$ cat src/rtl/qenc_pkg.sv
// Shared types, defaults and the counter step function for the
// quadrature encoder bank.
package qenc_pkg;

  typedef enum logic [1:0] {
    DIR_NONE = 2'd0,
    DIR_CW   = 2'd1,
    DIR_CCW  = 2'd2
  } dir_e;

  localparam int DEB_CYCLES_DEF = 50000;
  localparam int ACCEL_WIN_DEF  = 2_500_000;
  localparam int ACCEL_STEP_DEF = 2;

  // Next counter value for one detent of `step` counts.
  // wrap=1: modulo max_val+1; wrap=0: clamp to [0, max_val].
  function automatic int unsigned next_val(
    input int unsigned cur,
    input dir_e        dir,
    input int unsigned step,
    input int unsigned max_val,
    input bit          wrap
  );
    int unsigned m;
    int unsigned s;
    m = max_val + 1;
    s = step % m;
    next_val = cur;
    if (wrap) begin
      if (dir == DIR_CW)
        next_val = (cur + s) % m;
      else if (dir == DIR_CCW)
        next_val = (cur + m - s) % m;
    end else begin
      if (dir == DIR_CW)
        next_val = (max_val - cur < step) ? max_val : cur + step;
      else if (dir == DIR_CCW)
        next_val = (cur < step) ? 0 : cur - step;
    end
  endfunction

endpackage

$ cat src/rtl/qenc_if.sv
// Encoder bank bus: phase inputs and clears in, counters and ticks out.
// Ports: s1, s2, clr [CH]; value [CH*CNT_W]; r_tick, l_tick [CH].
interface qenc_if #(
  parameter int CH    = 2,
  parameter int CNT_W = 4
);
  logic [CH-1:0]       s1;
  logic [CH-1:0]       s2;
  logic [CH-1:0]       clr;
  logic [CH*CNT_W-1:0] value;
  logic [CH-1:0]       r_tick;
  logic [CH-1:0]       l_tick;

  modport master (
    output s1, s2, clr,
    input  value, r_tick, l_tick
  );

  modport slave (
    input  s1, s2, clr,
    output value, r_tick, l_tick
  );
endinterface

$ cat src/rtl/qenc_debounce.sv
// One-bit 2-FF synchroniser followed by a stable-count filter.
// Ports: clk, rst (sync, active-low), din (async), dout (debounced).
module qenc_debounce
  import qenc_pkg::*;
#(
  parameter int DEB_CYCLES = DEB_CYCLES_DEF,
  parameter bit RST_VAL    = 1'b1
) (
  input  logic clk,
  input  logic rst,
  input  logic din,
  output logic dout
);

  localparam int CW = (DEB_CYCLES > 1) ? $clog2(DEB_CYCLES) : 1;
  localparam logic [CW-1:0] LAST = CW'(DEB_CYCLES - 1);

  logic          meta;
  logic          sync;
  logic [CW-1:0] cnt;

  always_ff @(posedge clk) begin
    if (!rst) begin
      meta <= RST_VAL;
      sync <= RST_VAL;
      cnt  <= '0;
      dout <= RST_VAL;
    end else begin
      meta <= din;
      sync <= meta;
      if (sync == dout) begin
        cnt <= '0;
      end else if (cnt == LAST) begin
        dout <= sync;
        cnt  <= '0;
      end else begin
        cnt <= cnt + CW'(1);
      end
    end
  end

endmodule

$ cat src/rtl/quad_encoder_bank.sv
// CH-channel quadrature encoder front end: debounce, detent decode,
// wrap/saturate position counters, per-channel clear, direction ticks.
// Ports: clk, rst (sync, active-low), bus (qenc_if.slave).
// Latency: an s1 fall sampled at clk edge 0 shows r_tick/l_tick and the
// updated value right after edge DEB_CYCLES+2 (2 sync + DEB_CYCLES-1
// filter + 1 decode register). Optional macro QENC_ACCEL_EN enables
// per-channel acceleration (step ACCEL_STEP inside ACCEL_WIN cycles).
module quad_encoder_bank
  import qenc_pkg::*;
#(
  parameter int CH         = 2,
  parameter int CNT_W      = 4,
  parameter int MAX_VAL    = 7,
  parameter int DEB_CYCLES = DEB_CYCLES_DEF,
  parameter int WRAP       = 1
) (
  input  logic    clk,
  input  logic    rst,
  qenc_if.slave   bus
);

  logic [CH*CNT_W-1:0] value_w;
  logic [CH-1:0]       r_w;
  logic [CH-1:0]       l_w;

  for (genvar i = 0; i < CH; i++) begin : g_ch
    logic             s1_d;
    logic             s2_d;
    logic             s1_q;
    dir_e             dir;
    int unsigned      step;
    logic [CNT_W-1:0] val;
    logic [CNT_W-1:0] nxt;
    logic             r_q;
    logic             l_q;

    qenc_debounce #(
      .DEB_CYCLES (DEB_CYCLES),
      .RST_VAL    (1'b1)
    ) u_deb_s1 (
      .clk  (clk),
      .rst  (rst),
      .din  (bus.s1[i]),
      .dout (s1_d)
    );

    qenc_debounce #(
      .DEB_CYCLES (DEB_CYCLES),
      .RST_VAL    (1'b1)
    ) u_deb_s2 (
      .clk  (clk),
      .rst  (rst),
      .din  (bus.s2[i]),
      .dout (s2_d)
    );

    // Detent = debounced s1 falling; s2 level picks the direction.
    always_comb begin
      dir = DIR_NONE;
      if (s1_q && !s1_d)
        dir = s2_d ? DIR_CW : DIR_CCW;
    end

`ifdef QENC_ACCEL_EN
    localparam int ACCEL_WIN  = ACCEL_WIN_DEF;
    localparam int ACCEL_STEP = ACCEL_STEP_DEF;
    localparam int GW = $clog2(ACCEL_WIN + 1);

    logic [GW-1:0] gap;

    // Starts saturated so the first detent after reset is a single step.
    always_ff @(posedge clk) begin
      if (!rst)
        gap <= GW'(ACCEL_WIN);
      else if (dir != DIR_NONE)
        gap <= '0;
      else if (gap != GW'(ACCEL_WIN))
        gap <= gap + GW'(1);
    end

    assign step = (gap < GW'(ACCEL_WIN)) ? ACCEL_STEP : 1;
`else
    assign step = 1;
`endif

    assign nxt = CNT_W'(next_val(32'(val), dir, step,
                                 MAX_VAL, WRAP != 0));

    always_ff @(posedge clk) begin
      if (!rst) begin
        s1_q <= 1'b1;
        val  <= '0;
        r_q  <= 1'b0;
        l_q  <= 1'b0;
      end else begin
        s1_q <= s1_d;
        r_q  <= (dir == DIR_CW);
        l_q  <= (dir == DIR_CCW);
        if (bus.clr[i])
          val <= '0;
        else if (dir != DIR_NONE)
          val <= nxt;
      end
    end

    assign value_w[i*CNT_W +: CNT_W] = val;
    assign r_w[i] = r_q;
    assign l_w[i] = l_q;
  end

  assign bus.value  = value_w;
  assign bus.r_tick = r_w;
  assign bus.l_tick = l_w;

endmodule

$ cat src/flat_wrapper.sv
// flat-port wrapper written by rule: the top's interface ports become plain ports
module quad_encoder_bank_flat import qenc_pkg::*;
#(
  parameter int CH         = 2,
  parameter int CNT_W      = 4,
  parameter int MAX_VAL    = 7,
  parameter int DEB_CYCLES = DEB_CYCLES_DEF,
  parameter int WRAP       = 1
)
  (clk, rst, bus_s1, bus_s2, bus_clr, bus_value, bus_r_tick, bus_l_tick);
  qenc_if #(.CH(CH), .CNT_W(CNT_W)) bus_i ();
  input  logic clk;
  input  logic rst;
  input wire logic [$bits(bus_i.s1)-1:0] bus_s1;
  input wire logic [$bits(bus_i.s2)-1:0] bus_s2;
  input wire logic [$bits(bus_i.clr)-1:0] bus_clr;
  output wire logic [$bits(bus_i.value)-1:0] bus_value;
  output wire logic [$bits(bus_i.r_tick)-1:0] bus_r_tick;
  output wire logic [$bits(bus_i.l_tick)-1:0] bus_l_tick;
  assign bus_i.s1 = bus_s1;
  assign bus_i.s2 = bus_s2;
  assign bus_i.clr = bus_clr;
  assign bus_value = bus_i.value;
  assign bus_r_tick = bus_i.r_tick;
  assign bus_l_tick = bus_i.l_tick;
  quad_encoder_bank #(.CH(CH), .CNT_W(CNT_W), .MAX_VAL(MAX_VAL), .DEB_CYCLES(DEB_CYCLES), .WRAP(WRAP)) u_core (.clk(clk), .rst(rst), .bus(bus_i));
endmodule
$ cat config.mk
export PLATFORM = sky130hd
export DESIGN_NAME = quad_encoder_bank_flat
export DESIGN_NICKNAME = d
export VERILOG_FILES = /design/src/rtl/qenc_pkg.sv /design/src/rtl/qenc_if.sv /design/src/rtl/qenc_debounce.sv /design/src/rtl/quad_encoder_bank.sv /design/src/flat_wrapper.sv
export SDC_FILE = /design/constraint.sdc
export NUM_CORES = 1
export LEC_CHECK = 0
export CAP_MARGIN = 20
export CORE_MARGIN = 10
export CORE_UTILIZATION = 64
export CTS_CLUSTER_DIAMETER = 100
export DETAILED_ROUTE_END_ITERATION = 10
export PLACE_DENSITY = 0.95
export SLEW_MARGIN = 30
export SYNTH_ARGS = -nofsm -noshare
export SYNTH_HDL_FRONTEND = slang
export SYNTH_SLANG_ARGS = --single-unit
$ cat constraint.sdc
create_clock -name clk -period 6.1 [get_ports clk]
set_input_delay 0.61 -clock clk [delete_from_list [all_inputs] [get_ports clk]]
set_output_delay 0.61 -clock clk [all_outputs]
set_load 0.005 [all_outputs]
**Word level (Yosys, flattened, before mapping)**

Index checks and enable logic that the tools add are counted.

- Flip-flop bits (word level): 90
- Input bits: 8
- Output and inout port bits: 12
- Word-level logic and storage cells: 79

- Add/subtract/negate cells: 10
- Equality and inequality tests: 12
- Muxes and demuxes: 8
- Bitwise operators: 5
- Reductions and logical operators: 20

Operators by type and width:

| cell | count |
|---|---|
| $add 16x1->16 const B | 4 |
| $eq 16x16->1 const B | 4 |
| $mux 4 | 4 |
| $add 3x1->3 const B | 4 |
| $reduce_and 2->1 | 6 |
| $reduce_or 3->1 | 4 |
| $mux 2 | 4 |
| $reduce_bool 2->1 | 4 |
| $sub 3x1->3 const B | 2 |
| $not 1->1 | 5 |
| $eq 1x1->1 | 4 |
| $eq 2x1->1 const B | 2 |
| $eq 2x2->1 const B | 2 |
| $reduce_or 2->1 | 2 |
| $logic_and 1x1->1 | 2 |
| $logic_not 1->1 | 2 |

**Longest topological paths before layout**

- Depth in word-level cells: 6
- Mapped depth: 6

**By module**

From an unflattened synthesis, not the netlist that was laid out.

- Cell total of the unflattened synthesis: 408
- Area total of the unflattened synthesis: 3799.9 um2

Modules (own cells, without submodules):

| module | instances | cells each | area an instance (um2) | seq. area each (um2) |
|---|---|---|---|---|
| qenc_debounce | 4 | 87 | 810.8 | 380.4 |
| quad_encoder_bank | 1 | 60 | 556.8 | 240.2 |

**Worst setup path after synthesis**

No wires, ideal clock.

- Path type: reg-to-reg
- Start: reg u_core.g_ch[1].u_deb_s1.cnt[13]
- End: reg u_core.g_ch[1].u_deb_s1.cnt[10]
- Library setup time: 115 ps
- Arrival: 1790 ps
- Data required time: 5985 ps
- Path slack: 4195 ps
- Stages on the path, launching flop included: 6
- Buffers on the path: 1
- Clock period less this slack: 1905 ps
- Cell sequence: dfxtp_1 > or4_1 > or4_4 > o211ai_4 > buf_6 > nor2_1

- Word-level cells in the longest chain between the ends: 2

Ends and longest elaborated chain:

| element | RTL line | RTL |
|---|---|---|
| start, declared | qenc_debounce.sv:20 | `logic [CW-1:0] cnt;` |
| start signal, assigned | qenc_debounce.sv:37 | `cnt <= cnt + CW'(1);` |
| $eq 16x16->1 | qenc_debounce.sv:33 | `end else if (cnt == LAST) begin` |
| $reduce_or 3->1 (no source line) | - |  |

Every way passes these cells.
A chain may end at the register's enable or synchronous reset.

**Worst setup path in the final report**

- Start: in rst
- End: reg u_core.g_ch[0].u_deb_s1.cnt[4]

- Word-level cells in the longest chain between the ends: 2

Ends and longest elaborated chain:

| element | RTL line | RTL |
|---|---|---|
| start, declared | flat_wrapper.sv:13 | `input logic rst;` |
| $not 1->1 (no source line) | - |  |
| $reduce_or 3->1 (no source line) | - |  |
| end signal, assigned | qenc_debounce.sv:37 |  |
| end, declared | qenc_debounce.sv:20 |  |

Every way passes these cells.

==> run metrics <==
CTS tree=built; Ports=20; largest net degree at the start of global routing=24; switching power share of the total=0.233; PortBufs=17; Hold Buf Count CTS=0; global-route wire length before repair=11,600 microns; Avg Cell Area, Syn=9.07 sq um; gr usage total=0.144; worst slew pin tran=0.842 ns; Max stage delay cell, worst path=clkdlybuf4s50_1; CP required=6.39 ns; Area Overhead vs Synth=9.64%; CP Capture Type=register; Internal=0.748 mW; Initial DRT Pass Iterations=4; vias per cell=5.42; Main synth FF type=dfxtp_1; Clock Latency Late Sink=0.37 ns; Pleak=1.28 nW; leading area contributor after synthesis=dfxtp_1; GPL Wtd Cong=0.837; total grt overflow=0; Post-Synthesis Cells=415; vias in the first global route=2,651; total CTS buffers=9; clk sinks=88; critical path cell sequence=clkdlybuf4s50_1, nand3_1, nor2_1; most frequent cells in the layout=88 x dfxtp_1, 78 x nor2_1, 50 x xnor2_1, 23 x nand3_1, 20 x inv_1; Worst EP arrival=2.58 ns; CTS H-tree lvls=3; CTS Root Cell=clkbuf_8; Clock Power Share=0.391; Seq pwr share=0.593; Async SR Flop Fraction=0; Max Cap Viol=0; Slew Limit Fails=0; initial core utilization=0.671; Peak VDD IR=0.000168 V; Final nets=446; f_max=0.437 GHz; Yosys cell types=37; ANT cells=0; final number of setup-violating endpoints=0; crit-path max FO=23; row cnt=27; CP max stage delay=1.02 ns; Avg WL per Cell=13.3 microns; unrepaired setup endpoints after global routing=no; via count=2,750; fill cell total of the finished layout=371; post-CTS sizing=0; die height=96.7 microns; critical path launch point type=primary input; share of layout cells above drive strength 1=0.0621; Layout Skew=0.00908 ns; Yosys reg bits=88; logic gate share of total power=0.016; Remaining DRCs=0; Detailed Route WL=6730 microns; die area=9350 sq um; Hold Vio Cnt, Final=0; R2R depth=4; clock slew at reported path FFs=0.09 ns; setup TNS=0 ns; Hold Path Class=reg -> reg; total power=0.976 mW; postcts setup bufs=0; Cell Area, Synth=3760 sq um; post-route ant nets=0; clk buf depth=2; run status=finished clean; period utilization=0.375; post-synthesis sequential area ratio=0.468; min Tclk post-route=2.29 ns; DPL Wire Length=4660 microns; worst hold stages=1; PwrDens=236 nW/um^2; Synth top area share=0.468; Floorplan Core Area=5610 sq um; synth top area cells=dfxtp_1 47%, xnor2_1 12%, nor2_1 7.8%; initial drt markers=108; WS Path Type=in -> reg; Post-synth EDFFs=0; most common cell after layout, fill and taps aside=dfxtp_1; max_slew headroom=0.437; initial antenna violation count=0; chip width=96.7 microns; Net Sw Power=0.228 mW; synth warn=0
## critical path, delay by kind of cell
kind,cells,cell delay (ns)
buf+inv,1,1.02
simple gates,2,0.95
## per-stage QoR
step	hold slack, ns	area, sq um	worst slack, ns	instances	util
floorplan	0.386	3770	4.20	416	-
global placement	0.390	3940	3.55	491	0.702
detailed placement	0.398	3940	3.41	491	0.702
CTS	0.421	4130	3.82	507	0.736
global route	0.444	4130	3.62	507	0.736
finish	0.418	4130	3.81	507	0.736
## path summary, 6_finish.rpt
kind | start | end | slack [ns]
max | rst | u_core.g_ch[0].u_deb_s1.cnt[4] | 3.81
min | u_core.g_ch[1].u_deb_s1.meta | u_core.g_ch[1].u_deb_s1.sync | 0.42
max reg2reg | u_core.g_ch[1].u_deb_s1.cnt[13] | u_core.g_ch[1].u_deb_s1.cnt[6] | 4.02
min reg2reg | u_core.g_ch[1].u_deb_s1.meta | u_core.g_ch[1].u_deb_s1.sync | 0.42
## Yosys cell counts (2+ instances only)
cell type,instances
or4_4,2
or4_1,2
xnor2_1,50
mux2_2,2
nor3_1,16
nor2_1,78
mux2i_1,4
ha_1,8
nor4_1,15
buf_6,2
or2_2,3
xor2_1,14
and4b_1,2
nor4bb_1,2
dfxtp_1,88
nor4b_1,3
nand2_1,18
nor2b_1,4
and3_1,6
buf_4,6
inv_1,20
a21oi_1,4
clkbuf_1,6
nand2b_1,11
nand4_1,15
nand3_1,23
## power groups by stage
stage / sequential [mW] / clock, mW / combinational [mW]
2_1_floorplan: 0.592 / 0 / 0.0105
3_3_place_gp: 0.592 / 0 / 0.0153
3_5_place_dp: 0.592 / 0 / 0.0156
4_1_cts: 0.579 / 0.389 / 0.0157
5_1_grt: 0.580 / 0.414 / 0.0174
6_report: 0.579 / 0.381 / 0.0156
## routing by layer
metal  track usage  routed length (microns)  up-vias
li1              -                        -     1422
met1         0.173                     3080     1248
met2         0.227                     3180       67
met3        0.0440                      329       13
met4        0.0722                      142        0
met5             0                        0        -
## area by class of cell
| cell class | instances | area [sq um] | share of cell area |
|---|---|---|---|
| clock buffers | 10 | 138 | 0.0333 |
| clock inverters | 6 | 51.3 | 0.0124 |
| inverters | 20 | 75.1 | 0.0182 |
| multi-input cells | 294 | 1840 | 0.446 |
| flip-flops and latches | 88 | 1760 | 0.427 |
| well taps | 72 | 90.1 | 0.0218 |
| repair buffers | 17 | 170 | 0.0412 |
## cells by family after synthesis
group                      count (synthesis)  synth area share
and+or+nand+nor                          207             0.281
DFF                                       88             0.468
xor gates and xnor gates                  64             0.149
buffers and inverters                     34            0.0439
adders and majority gates                  8            0.0266
AOI/OAI and AO/OA                          7            0.0143
muxes                                      6            0.0166
other                                      1          0.000996
## state kept, by name, summed over array words and instances (netlist names)
name and cells:
u_core.g_ch.u_deb_s1.cnt 32, u_core.g_ch.u_deb_s2.cnt 32, u_core.g_ch.val 6, u_core.g_ch.l_q 2, u_core.g_ch.r_q 2, u_core.g_ch.s1_q 2, u_core.g_ch.u_deb_s1.dout 2, u_core.g_ch.u_deb_s1.meta 2
u_core.g_ch.u_deb_s1.sync 2, u_core.g_ch.u_deb_s2.dout 2, u_core.g_ch.u_deb_s2.meta 2, u_core.g_ch.u_deb_s2.sync 2
Power figures use the tool's default switching activity.
